$ cat config.mk
export PLATFORM = sky130hd
export DESIGN_NAME = up_down_counter_bounded
export DESIGN_NICKNAME = d
export VERILOG_FILES = /design/src/rtl/up_down_counter_bounded.sv
export SDC_FILE = /design/constraint.sdc
export NUM_CORES = 1
export LEC_CHECK = 0
export ABC_AREA = 1
export ABC_CLOCK_PERIOD_IN_PS = 3970
export BUFFER_PORTS_ARGS = -buffer_cell sky130_fd_sc_hd__buf_2
export CAP_MARGIN = 5
export CORE_UTILIZATION = 30
export CTS_CLUSTER_SIZE = 16
export DETAILED_ROUTE_END_ITERATION = 7
export GPL_TIMING_DRIVEN = 0
export SETUP_SLACK_MARGIN = 0.2
export SLEW_MARGIN = 20
export SYNTH_ARGS = -nofsm -noshare
export SYNTH_HDL_FRONTEND = slang
export SYNTH_SLANG_ARGS = --single-unit
$ cat constraint.sdc
create_clock -name clk -period 3.97 [get_ports clk]
set_input_delay 0.397 -clock clk [delete_from_list [all_inputs] [get_ports clk]]
set_output_delay 0.397 -clock clk [all_outputs]
set_load 0.01 [all_outputs]
$ cat src/rtl/up_down_counter_bounded.sv
// ---------------------------------------------------------------------------
// up_down_counter_bounded
//
// Bounded up/down counter with a programmable step, an inclusive window
// [min_val, max_val], and a choice of saturate or wrap behaviour at the
// window edges.
//
// Ports
//   clk         sole clock, all state changes on the rising edge
//   reset_n     asynchronous active-low reset (count, tc, ovf_sticky -> 0)
//   clear       synchronous clear: count -> min_val (or 0 on bad bounds),
//               ovf_sticky -> 0
//   enable      advance the counter by step this cycle
//   load        synchronous load of data, clamped into the window
//   data        load value
//   up          direction, 1 = count up, 0 = count down
//   step        unsigned amount added/subtracted per enabled cycle
//   min_val     lower bound, inclusive
//   max_val     upper bound, inclusive
//   sat_mode    1 = saturate at the bound, 0 = wrap to the opposite bound
//   count       registered counter value
//   tc          registered one-cycle pulse after a boundary event
//   ovf_sticky  set by any boundary event, held until clear or reset
//   cfg_err     combinational, high while min_val > max_val
//
// Per-cycle priority: clear > cfg_err hold > load > enable step > hold.
// ---------------------------------------------------------------------------
module up_down_counter_bounded #(
    parameter int N = 8
) (
    input  logic         clk,
    input  logic         reset_n,
    input  logic         clear,
    input  logic         enable,
    input  logic         load,
    input  logic [N-1:0] data,
    input  logic         up,
    input  logic [N-1:0] step,
    input  logic [N-1:0] min_val,
    input  logic [N-1:0] max_val,
    input  logic         sat_mode,
    output logic [N-1:0] count,
    output logic         tc,
    output logic         ovf_sticky,
    output logic         cfg_err
);

    logic [N-1:0] count_reg, count_next;
    logic         tc_reg, tc_next;
    logic         ovf_reg, ovf_next;

    // Arithmetic is done one bit wider than the counter so that neither the
    // up sum nor the down threshold (min_val + step) can overflow silently.
    logic [N:0]   up_cand;
    logic [N:0]   down_floor;
    logic         up_event;
    logic         down_event;
    logic         out_of_window;
    logic [N-1:0] load_clamped;

    assign cfg_err       = (min_val > max_val);

    assign up_cand       = {1'b0, count_reg} + {1'b0, step};
    assign down_floor    = {1'b0, min_val} + {1'b0, step};

    // With step = 0 neither comparison can fire while count is inside the
    // window, so a zero step naturally holds the count with no event.
    assign up_event      = (up_cand > {1'b0, max_val});
    assign down_event    = ({1'b0, count_reg} < down_floor);

    // Bounds may move at run time, leaving the count stranded outside them.
    assign out_of_window = (count_reg < min_val) || (count_reg > max_val);

    assign load_clamped  = (data < min_val) ? min_val :
                           (data > max_val) ? max_val : data;

    always_comb begin
        count_next = count_reg;
        tc_next    = 1'b0;
        ovf_next   = ovf_reg;

        if (clear) begin
            count_next = cfg_err ? '0 : min_val;
            ovf_next   = 1'b0;
        end else if (cfg_err) begin
            // Bounds are meaningless; freeze everything until fixed or cleared.
            count_next = count_reg;
        end else if (load) begin
            count_next = load_clamped;
        end else if (enable) begin
            if (out_of_window) begin
                // Re-enter the window at the edge the counter is heading from.
                count_next = up ? min_val : max_val;
            end else if (up) begin
                if (up_event) begin
                    count_next = sat_mode ? max_val : min_val;
                    tc_next    = 1'b1;
                    ovf_next   = 1'b1;
                end else begin
                    count_next = up_cand[N-1:0];
                end
            end else begin
                if (down_event) begin
                    count_next = sat_mode ? min_val : max_val;
                    tc_next    = 1'b1;
                    ovf_next   = 1'b1;
                end else begin
                    count_next = count_reg - step;
                end
            end
        end
    end

    always_ff @(posedge clk or negedge reset_n) begin
        if (!reset_n) begin
            count_reg <= '0;
            tc_reg    <= 1'b0;
            ovf_reg   <= 1'b0;
        end else begin
            count_reg <= count_next;
            tc_reg    <= tc_next;
            ovf_reg   <= ovf_next;
        end
    end

    assign count      = count_reg;
    assign tc         = tc_reg;
    assign ovf_sticky = ovf_reg;

endmodule

-- After elaboration in Yosys (flattened, before gate mapping)
Index checks and enable logic that the tools add are counted.
- bits in registers: 10
- bits of input ports: 39
- output and inout bits: 11
- logic and storage cells: 53
- add/sub/neg operators: 3
- order comparisons: 7
- equality and inequality tests: 4
- muxes and demuxes: 30
- reduce and logical (&&, ||, !) cells: 6
- operators by type and width (kind ; count):
    two-way mux 8 bit ; 14
    > comparator 8 bit ; 3
    adder 8 x 8 -> 9 bit ; 2
    less-than comparator 8 bit ; 2
    two-way mux 1 bit ; 16
    > comparator 9 x 8 -> 1 bit ; 1
    less-than comparator 8 x 9 -> 1 bit ; 1
    subtractor 8 bit ; 1
    inequality test 2 bit, second input constant ; 3
    AND reduction 6 bit ; 1
    nonzero test 3 bit ; 2
    inequality test 3 x 2 -> 1 bit, second input constant ; 1
    AND reduction 2 bit ; 1
    nonzero test 2 bit ; 1
    logical OR 1 bit ; 1

-- Longest topological paths before layout
Gate-level depths: netlist of the first run.
- depth in word-level cells: 9
- mapped depth: 26
- mapped depth without buffers: 25

-- Least setup slack after synthesis of the first run
No wires, ideal clock.
- path kind: reg-to-reg
- start point: register count_reg[0], in the netlist count[0]
- end point: register count_reg[6], in the netlist count[6]
- setup time: 0.117 ns
- data arrival time: 2.722 ns
- path slack: 1.132 ns
- stages on the path, launching flop included: 24
- period minus slack after synthesis: 2.838 ns
- path through: dfrtp_1 -> ha_1 -> fa_1 -> nand3_2 -> nand2_2 -> xor2_1 -> ha_1 -> nand2_1 -> nor2_1 -> nand2_1 -> nand3_1 -> nand2_1 -> nand2_1 -> nand2_1 -> nand2_1 -> nand2_4 -> nand2_4 -> nand2_1 -> nand3_1 -> nand3_1 -> nand2_1 -> nand3_1 -> nand2_1 -> nand2_1
- cells in the longest elaborated chain, start to end: 9
- elaborated cells between the ends (all ways): 15
- classes of those cells: add/sub: 2; order compare: 4; mux: 8; reduce/logical: 1
- RTL lines (what ; line ; RTL):
    start, declared ; 48 ; logic [N-1:0] count_reg, count_next;
    start signal, assigned ; 120 ; count_reg <= count_next;
    adder 8 x 8 -> 9 bit ; 63 ; assign up_cand = {1'b0, count_reg} + {1'b0, step};
    > comparator 9 x 8 -> 1 bit ; 68 ; assign up_event = (up_cand > {1'b0, max_val});
    two-way mux 8 bit ; 95 ; if (up_event) begin
    two-way mux 8 bit ; 94 ; end else if (up) begin
    two-way mux 8 bit (*) ; 91 ; if (out_of_window) begin
    two-way mux 8 bit (*) ; 90 ; end else if (enable) begin
    two-way mux 8 bit (*) ; 88 ; end else if (load) begin
    two-way mux 8 bit (*) ; 85 ; end else if (cfg_err) begin
    two-way mux 8 bit (*) ; 82 ; if (clear) begin
Mark *: on every way between the ends. The rest lies on a longest branch, timed or not. The select of a mux whose other input is x is not followed.
A chain may end at the register's enable or synchronous reset.

-- Worst setup path in the final report of the first run
- start point: register count_reg[3], in the netlist count[3]
- end point: register count_reg[6], in the netlist count[6]
Same word-level chain as after synthesis.

==> impl_metrics.tcl, run 1 <==
set metrics [dict create \
    ys_seq_area_frac 0.07003 \
    grt_setup_unrepaired "no" \
    syn-num-nets 676 \
    ff2ff_path_depth 24 \
    die_area_sq_um 12350 \
    die_w_microns 111.1 \
    regArea_sq_um 250.2 \
    worstPathRequired_ns 4.09 \
    vdd_drop_max_mv 0.1383 \
    slew_violations 0 \
    grt_overflow 0 \
    initial_utilization 0.3103 \
    multi_input_area_sq_um 2960 \
    vias 3922 \
    clock_skew_ns 0.001597 \
    clk_pin_slew_worst_paths_ns 0.04 \
    postCtsSetupBuffers 0 \
    finalHoldViolCount 0 \
    grt_pass1_wl_mm 18.51 \
    cts_buffers 3 \
    setup.worst_path.start_class "register" \
    nFillCells 1254 \
    p_leak_uw 0.002211 \
    detail_route.wl_per_cell_microns 15.54 \
    ant_nets 0 \
    hpwl_mm 9.571 \
    tightest_slew_ns 0.6041 \
    synth_cell_types 40 \
    violations "design-rule violations" \
    cts_tree "built" \
    yosysWarnings 0 \
    min_period_ns 3.337 \
    first_iter_violations 302 \
    finalSetupTns_ns 0 \
    reg2reg_from "count[3]" \
    syn-cell-area_sq_um 3573 \
    finalCoreUtilization 0.3528 \
    cts_root_buffer "clkbuf_16" \
    track_usage 0.1887 \
    ctsHtreeMaxLevel 1 \
    worstPathArrival_ns 3.46 \
    clock_sinks 10 \
    hp-class "input pin to asynchronous set/reset pin" \
    ctsHoldBuffers 0 \
    cts_buffer_depth 2 \
    maxSlewHeadroom 0.5972 \
    largest_register_ffs 8 \
    timing_worst_setup_path_type "register to register" \
    fin_crit_sh 0.8406 \
    grt_max_degree 11 \
    area_growth_syn_to_layout_pct 13.69 \
    boundaryPins 50 \
    drt-total-wl_mm 11.67 \
    drive_gt1_frac 0.1365 \
    viasPerCell 5.222 \
    r2r-end "count[6]" \
    gp_congestion 0.9364 \
    grt_pass1_vias 3579 \
    synth_top_flop_cell "dfrtp_1" \
    nets 728 \
    insertion_delay_ns 0.23 \
    power_uw 1345 \
    timing.max_cap.violations 0 \
    powerDensity_nw_per_um2 331.0 \
    dr.pass1.iters 7 \
    drc_errors 6 \
    r2r_setup_slack_ns 0.63 \
    synthArstFlopShare 1.000 \
    syn_inst 558 \
    rows 39 \
    syn_avg_cell_area_sq_um 6.404 \
    fmax_mhz 299.6 \
    crit_fanout 10 \
    critPathCaptureType "register" \
    finalSetupViolCount 0 \
    grt_antenna_before_repair 0 \
    io_buffers 47 \
    outcome "complete, but fails checks" \
    n_antenna_cell 0 \
    die_h_microns 111.1 \
    core_area_sq_um 11520 \
    post_cts_resized 0 \
    synth-edff-count 0 \
    ys_ff_latch 10 \
]
critical path, cell delays in order, from the launching register on:
cell	delay [ns]
dfrtp_1	0.50
ha_1	0.43
inv_2	0.16
nand3_2	0.08
nand2_2	0.12
nand3_4	0.08
nand2_1	0.08
xor2_1	0.24
inv_1	0.07
ha_1	0.29
nand2_1	0.05
inv_1	0.06
nand2_1	0.05
nand2_1	0.05
nand2_1	0.05
nand2_1	0.09
nand2_4	0.11
nand2_4	0.12
nand2_1	0.09
nand3_1	0.08
nand3_1	0.09
nand2_1	0.09
nand3_1	0.09
nand2_1	0.09
nand2_1	0.05
report_power, final:
group | leakage (uW) | internal [uW] | switching, uW
registers | 0.000127 | 119 | 51.2
clock network | 0.0000370 | 130 | 39.2
logic | 0.00205 | 368 | 638
cells by family (layout without fill, tap and decap cells):
family	Yosys count	in the layout	synth area share
xor+xnor	14	14	0.03431
fa+ha+maj	79	79	0.2829
compound gates	109	109	0.1873
simple gates	260	260	0.3239
buf+inv	86	136	0.1015
flops	10	10	0.07003
stage by stage:
| step | cells | setup WS (ns) | hold slack [ns] | area, sq um |
|---|---|---|---|---|
| global placement | 748 | 0.6412 | 0.2576 | 3988 |
| floorplan | 558 | 1.132 | 0.1014 | 3573 |
| CTS | 751 | 0.6574 | 0.02198 | 4063 |
| detailed placement | 748 | 0.6024 | 0.2668 | 3988 |
| finish | 751 | 0.6327 | 0.01633 | 4063 |
| global route | 751 | 0.3756 | 0.02889 | 4063 |
final cells by class:
| type | instances | share of cell area |
|---|---|---|
| Buffer | 12 | 0.01786 |
| Clock buffer | 3 | 0.01848 |
| Inverter | 74 | 0.07145 |
| Multi-Input combinational cell | 462 | 0.7287 |
| Sequential cell | 10 | 0.06160 |
| Tap cell | 143 | 0.04404 |
| Timing Repair Buffer | 47 | 0.05790 |
worst max path at each step:
stage              from       end  slack (ns)  cells after the start
4_1_cts        count[3]  count[6]        0.66                     24
6_report       count[3]  count[6]        0.63                     24
3_5_place_dp    step[0]  count[6]        0.60                     25
5_1_grt        count[3]  count[5]        0.38                     24
2_1_floorplan  count[0]  count[6]        1.13                     23
3_3_place_gp    step[0]  count[6]        0.64                     25
Yosys cell counts, types with 2 or more instances:
cell type    n  area, sq um
nor2_1      10        37.54
ha_1        76        950.9
o211ai_1    13        97.59
nand4_1      6        37.54
xor2_1      10        87.58
fa_1         3        60.06
nand2_2      3        18.77
xnor2_1      4        35.03
dfrtp_1     10        250.2
a21boi_1     2        15.01
inv_2       12        45.04
nand2_1    165        619.3
nand3_1     67        335.3
a21oi_1     42        210.2
clkbuf_1     6        22.52
clkinv_1     3        11.26
buf_6        2        22.52
a31oi_1      4        25.02
buf_4        3        22.52
o21bai_1     3        22.52
o21ai_0     25        125.1
inv_1       58        217.7
o21ai_1      5        25.02
nand2_4      3        33.78
a211oi_1     8        60.06
placed cells by master, fill, tap and decap left out, types with 4 or more instances in the layout:
cell type,Yosys,routed
o211ai_1,13,13
a211oi_1,8,8
ha_1,76,76
xor2_1,10,10
o21ai_0,25,25
inv_2,12,12
nor2_1,10,10
inv_1,58,58
o21ai_1,5,5
clkbuf_1,6,6
dfrtp_1,10,10
nand3_1,67,67
xnor2_1,4,4
nand4_1,6,6
a31oi_1,4,4
nand2_1,165,165
buf_2,1,48
a21oi_1,42,42
metal layers:
layer | track usage | part of all wire | up-vias
met5 | 0 | 0 | -
met3 | 0.03007 | 0.067 | 18
met2 | 0.3124 | 0.45 | 124
li1 | - | - | 1996
met4 | 0.04955 | 0.020 | 0
met1 | 0.2536 | 0.47 | 1784
Power figures use the tool's default switching activity.
==> inputs of run 2 (changes only) <==
Settings changed: ABC_CLOCK_PERIOD_IN_PS 3970 to 3040.
Clock period 3.97 ns to 3.04 ns, I/O delays scaled along.
==> impl_metrics.tcl, run 2 (synthesis gave the netlist of run 1 again) <==
set metrics [dict create \
    nets 744 \
    grt_pass1_vias 3657 \
    finalCoreUtilization 0.3844 \
    post-place-cells 748 \
    boundaryPins 50 \
    cp_num_buf_inv 0 \
    first_iter_violations 359 \
    die_h_microns 111.1 \
    powerDensity_nw_per_um2 454.5 \
    grt_antenna_before_repair 0 \
    design_area_sq_um 4427 \
    largest_register_ffs 8 \
    die_w_microns 111.1 \
    vdd_drop_max_mv 0.1843 \
    clock_skew_ns 0.001479 \
    cts_tree "built" \
    critPathCaptureType "register" \
    mostFrequentLayoutCells "nand2_1, ha_1, inv_1, nand3_1, buf_2" \
    timing_worst_setup_path_type "register to register" \
    worst_slack_ns -0.05954 \
    n_antenna_cell 0 \
    grt_max_degree 11 \
    cp_cell_sequence "ha_4 > fa_2 > nand3_2 > nand2_4 > xor2_2 > ha_1 > nand2_2 > nor2_4 > nand2_1 > nand3_1 > nand2_1 > nand2_1 > nand2_1 > nand2_2 > nand2_4 > nand2_8 > nand2_2 > nand3_2 > nand3_2 > nand2_2 > nand3_1 > nand2_1 > nand2_1" \
    tightest_slew_ns 0.6289 \
    maxSlewHeadroom 0.5807 \
    cp_common_cell "nand2_1" \
    drc_errors 6 \
    ant_nets 0 \
    finalSetupViolCount 3 \
    ctsHtreeMaxLevel 1 \
    grt_pass1_wl_mm 19.31 \
    clk_pin_slew_worst_paths_ns 0.04 \
    placed_cell_area_sq_um 3988 \
    worstPathArrival_ns 3.22 \
    crit_fanout 8 \
    max_stage_delay_ns 0.43 \
    insertion_delay_ns 0.23 \
    fmax_mhz 322.6 \
    nFillCells 1214 \
    violations "design-rule violations, negative setup slack" \
    cts_buffer_depth 2 \
    drive_gt1_frac 0.2388 \
    slowest_stage "dfrtp_2" \
    fin_cells 767 \
    grt_setup_unrepaired "yes" \
    drt-total-wl_mm 12.35 \
    final_common_cell "nand2_1" \
    crit_family "simple AND/OR/NAND/NOR gates" \
    power_uw 2012 \
    worstPathRequired_ns 3.16 \
    hpwl_mm 9.571 \
    gp_congestion 0.9364 \
    setup.worst_path.start_class "register" \
    clock_sinks 10 \
    slew_violations 0 \
    viasPerCell 5.282 \
    fin_crit_sh 1.020 \
    min_period_ns 3.100 \
    cts_root_buffer "clkbuf_16" \
    grt_overflow 0 \
    finalSetupTns_ns -0.06598 \
    timing.max_cap.violations 0 \
    core_area_sq_um 11520 \
    hp-class "input pin to asynchronous set/reset pin" \
    vias 4051 \
    dr.pass1.iters 7 \
    initial_utilization 0.3103 \
    die_area_sq_um 12350 \
    detail_route.wl_per_cell_microns 16.10 \
    p_leak_uw 0.002310 \
    cts_buffers 3 \
    outcome "complete, but fails checks" \
    area_growth_syn_to_layout_pct 23.88 \
    finalHoldViolCount 0 \
    track_usage 0.1970 \
    rows 39 \
    io_buffers 47 \
]
-- run 2: cell types whose count changed in the layout (fill, tap and decap cells not counted), moves of 3 or more --
cell / previous run / this run
nand2_1: 165 / 146
nand2_2: 3 / 20
buf_4: 3 / 17
nand3_1: 67 / 54
nand3_2: 1 / 14
dfrtp_1: 10 / 4
dfrtp_2: 0 / 6
ha_1: 76 / 71
ha_4: 0 / 3
-- run 2: final timing paths --
kind	from	endpoint	slack, ns	depth (start not counted)
min in group clk	ovf_sticky	ovf_sticky	0.48	2
hold / removal	reset_n	count[7]	0.47	2
setup / recovery	count[0]	count[6]	-0.06	23
hold reg to reg	ovf_sticky	ovf_sticky	0.48	2
setup reg to reg	count[0]	count[6]	-0.06	23
max in group asynchronous	reset_n	count[0]	2.37	2
-- run 2: routing by layer --
layer  up-vias  GRT usage  routed length [microns]
met4         0    0.04414                      225
met2       148     0.3333                     5699
li1       2026          -                        -
met5         -          0                        0
met1      1857     0.2640                     5521
met3        20    0.02788                      903
-- run 2: cell type report --
cell class                 count  area (sq um)  share of cell area
multi-input combinational    463          3202              0.7233
timing repair buffer          62         350.3             0.07914
inverter                      74         290.3             0.06557
sequential                    10         257.7             0.05822
tap                          143         178.9             0.04042
clock buffer                   3         75.07             0.01696
buffer                        12         72.57             0.01639
-- run 2: report_power, final --
group	total [uW]	switching [uW]	internal [uW]	leakage (uW)
clock network	221	51.8	170	0.0000370
logic	1570	973	601	0.00215
registers	216	56.8	159	0.000119
-- run 2: stage by stage --
step	hold slack, ns	setup slack, ns
after floorplan	0.008409	0.2017
after global placement	0.1646	-0.2253
after detailed placement	0.1738	-0.2651
after CTS	0.4639	-0.01390
after global routing	0.5075	-0.2347
final	0.4748	-0.05954
-- run 2: timing repair --
item / in CTS / in global routing
hold endpoints to repair: 10 / 0
endpoints found under the setup margin: 10 / 10
pin swaps: 12 / 19
gates cloned: 1 / 0
hold buffers: 1 / 0
resized for setup: 32 / 28
buffers inserted: 7 / 7
==> inputs of run 3 (changes only) <==
Settings changed: ABC_CLOCK_PERIOD_IN_PS 3040 to 3490.
Clock period 3.04 ns to 3.49 ns, I/O delays scaled along.
==> impl_metrics.tcl, run 3 (synthesis gave the netlist of run 1 again) <==
set metrics [dict create \
    drc_errors 6 \
    fin_crit_sh 0.9103 \
    hpwl_mm 9.571 \
    grt_antenna_before_repair 0 \
    insertion_delay_ns 0.23 \
    cp-startpoint "count[0]" \
    finalHoldViolCount 0 \
    core_area_sq_um 11520 \
    die_w_microns 111.1 \
    switching_share 0.5285 \
    largest_register_ffs 8 \
    p_seq_frac 0.115 \
    io_buffers 47 \
    grt_setup_unrepaired "yes" \
    power_uw 1670 \
    grt_pass1_wl_mm 18.57 \
    powerDensity_nw_per_um2 389.5 \
    gp_congestion 0.9364 \
    dr.pass1.iters 7 \
    p_leak_uw 0.002278 \
    timing_worst_setup_path_type "register to register" \
    setup.worst_path.start_class "register" \
    track_usage 0.1893 \
    area_growth_syn_to_layout_pct 19.96 \
    hp-class "register to register" \
    cp_num_buf_inv 0 \
    maxSlewHeadroom 0.5905 \
    crit_family "simple AND/OR/NAND/NOR gates" \
    boundaryPins 50 \
    critPathCaptureType "register" \
    finalSetupViolCount 0 \
    ctsHtreeMaxLevel 1 \
    clk_pin_slew_worst_paths_ns 0.04 \
    p_comb_frac 0.770 \
    fin_cells 765 \
    nFillCells 1229 \
    violations "design-rule violations" \
    clock_power_share 0.115 \
    design_area_sq_um 4287 \
    timing.max_cap.violations 0 \
    grt_overflow 0 \
    nets 742 \
    placed_cell_area_sq_um 3988 \
    final_common_cell "nand2_1" \
    viasPerCell 5.204 \
    post-place-cells 748 \
    finalSetupTns_ns 0 \
    clock_sinks 10 \
    cts_buffers 3 \
    detail_route.wl_per_cell_microns 15.63 \
    reg2reg_from "count[0]" \
    whs_ns 0.4771 \
    outcome "complete, but fails checks" \
    worstPathRequired_ns 3.61 \
    rows 39 \
    die_area_sq_um 12350 \
    die_h_microns 111.1 \
    ant_nets 0 \
    max_stage_delay_ns 0.44 \
    p_int_uw 787.4 \
    mostFrequentLayoutCells "nand2_1, ha_1, nand3_1, inv_1, buf_2" \
    grt_max_degree 11 \
    regArea_sq_um 256.5 \
    drive_gt1_frac 0.1897 \
    initial_utilization 0.3103 \
    vdd_drop_max_mv 0.1597 \
    first_iter_violations 265 \
    tightest_slew_ns 0.6143 \
    cts_root_buffer "clkbuf_16" \
    crit_fanout 8 \
    cts_buffer_depth 2 \
    worstPathArrival_ns 3.29 \
    multi_input_area_sq_um 3078 \
    n_antenna_cell 0 \
    power.switching_uw 882.4 \
    slew_violations 0 \
    cp_common_cell "nand2_1" \
    min_from "ovf_sticky" \
    vias 3981 \
    cp_cell_sequence "ha_4 > fa_2 > nand3_2 > nand2_4 > xor2_2 > ha_1 > nand2_2 > nor2_2 > nand2_1 > nand3_1 > nand2_1 > nand2_1 > nand2_1 > nand2_2 > nand2_4 > nand2_4 > nand2_1 > nand3_1 > nand3_1 > nand2_1 > nand3_1 > nand2_1 > nand2_1" \
    cts_tree "built" \
    clock_skew_ns 0.002047 \
    fmax_mhz 314.8 \
    drt-total-wl_mm 11.96 \
    grt_pass1_vias 3586 \
    min_period_ns 3.177 \
    slowest_stage "dfrtp_2" \
]
[run 3: cell types whose count changed in the layout (fill, tap and decap cells not counted), sizes merged]
cell | before | now
buf | 67 | 65
[run 3: worst paths after layout]
check / to / slack (ns) / cells after the start
max in group asynchronous: count[0] / 2.76 / 2
worst min register to register: ovf_sticky / 0.48 / 2
min in group asynchronous: count[6] / 0.53 / 2
worst max-delay path: count[6] / 0.31 / 23
worst max register to register: count[6] / 0.31 / 23
worst min-delay path: ovf_sticky / 0.48 / 2
[run 3: cell type report]
type,count,area share
buffer,12,0.01693
inverter,74,0.06772
multi-input combinational,463,0.7180
sequential,10,0.05984
timing repair buffer,60,0.07823
clock buffer,3,0.01751
tap,143,0.04174
[run 3: worst register-to-register path: cells and delay by family (launching register included)]
kind | cells | cell delay (ns)
AND/OR/NAND/NOR | 19 | 1.56
adder cells (fa/ha/maj) | 3 | 0.92
flip-flops | 1 | 0.44
XOR/XNOR | 1 | 0.16
[run 3: stage by stage]
stage | util | worst slack (ns)
3_5_place_dp | 0.3463 | 0.1704
2_1_floorplan | - | 0.6517
5_1_grt | 0.3722 | 0.1664
6_report | 0.3722 | 0.3130
3_3_place_gp | 0.3463 | 0.2092
4_1_cts | 0.3547 | 0.2216
[run 3: what timing repair did]
item,4_1_cts,5_1_grt
gates cloned,0,1
pin swaps,0,12
hold endpoints to repair,10,0
resized for setup,4,25
hold buffers,1,0
endpoints found under the setup margin,2,10
setup buffers,0,12
[run 3: metal layers]
layer | part of all wire | up-vias | GRT usage | routed length, microns
li1 | - | 2021 | - | -
met1 | 0.46 | 1812 | 0.2542 | 5455
met5 | 0 | - | 0 | 0
met4 | 0.024 | 0 | 0.04955 | 289
met3 | 0.068 | 22 | 0.03007 | 819
met2 | 0.45 | 126 | 0.3136 | 5393
[run 3: power by group through the flow]
stage	combinational [uW]	clock, uW	sequential (uW)
4_1_cts	1140	197	196
3_5_place_dp	1130	0	196
5_1_grt	1450	204	193
3_3_place_gp	1110	0	195
6_report	1290	192	192
2_1_floorplan	842	0	177
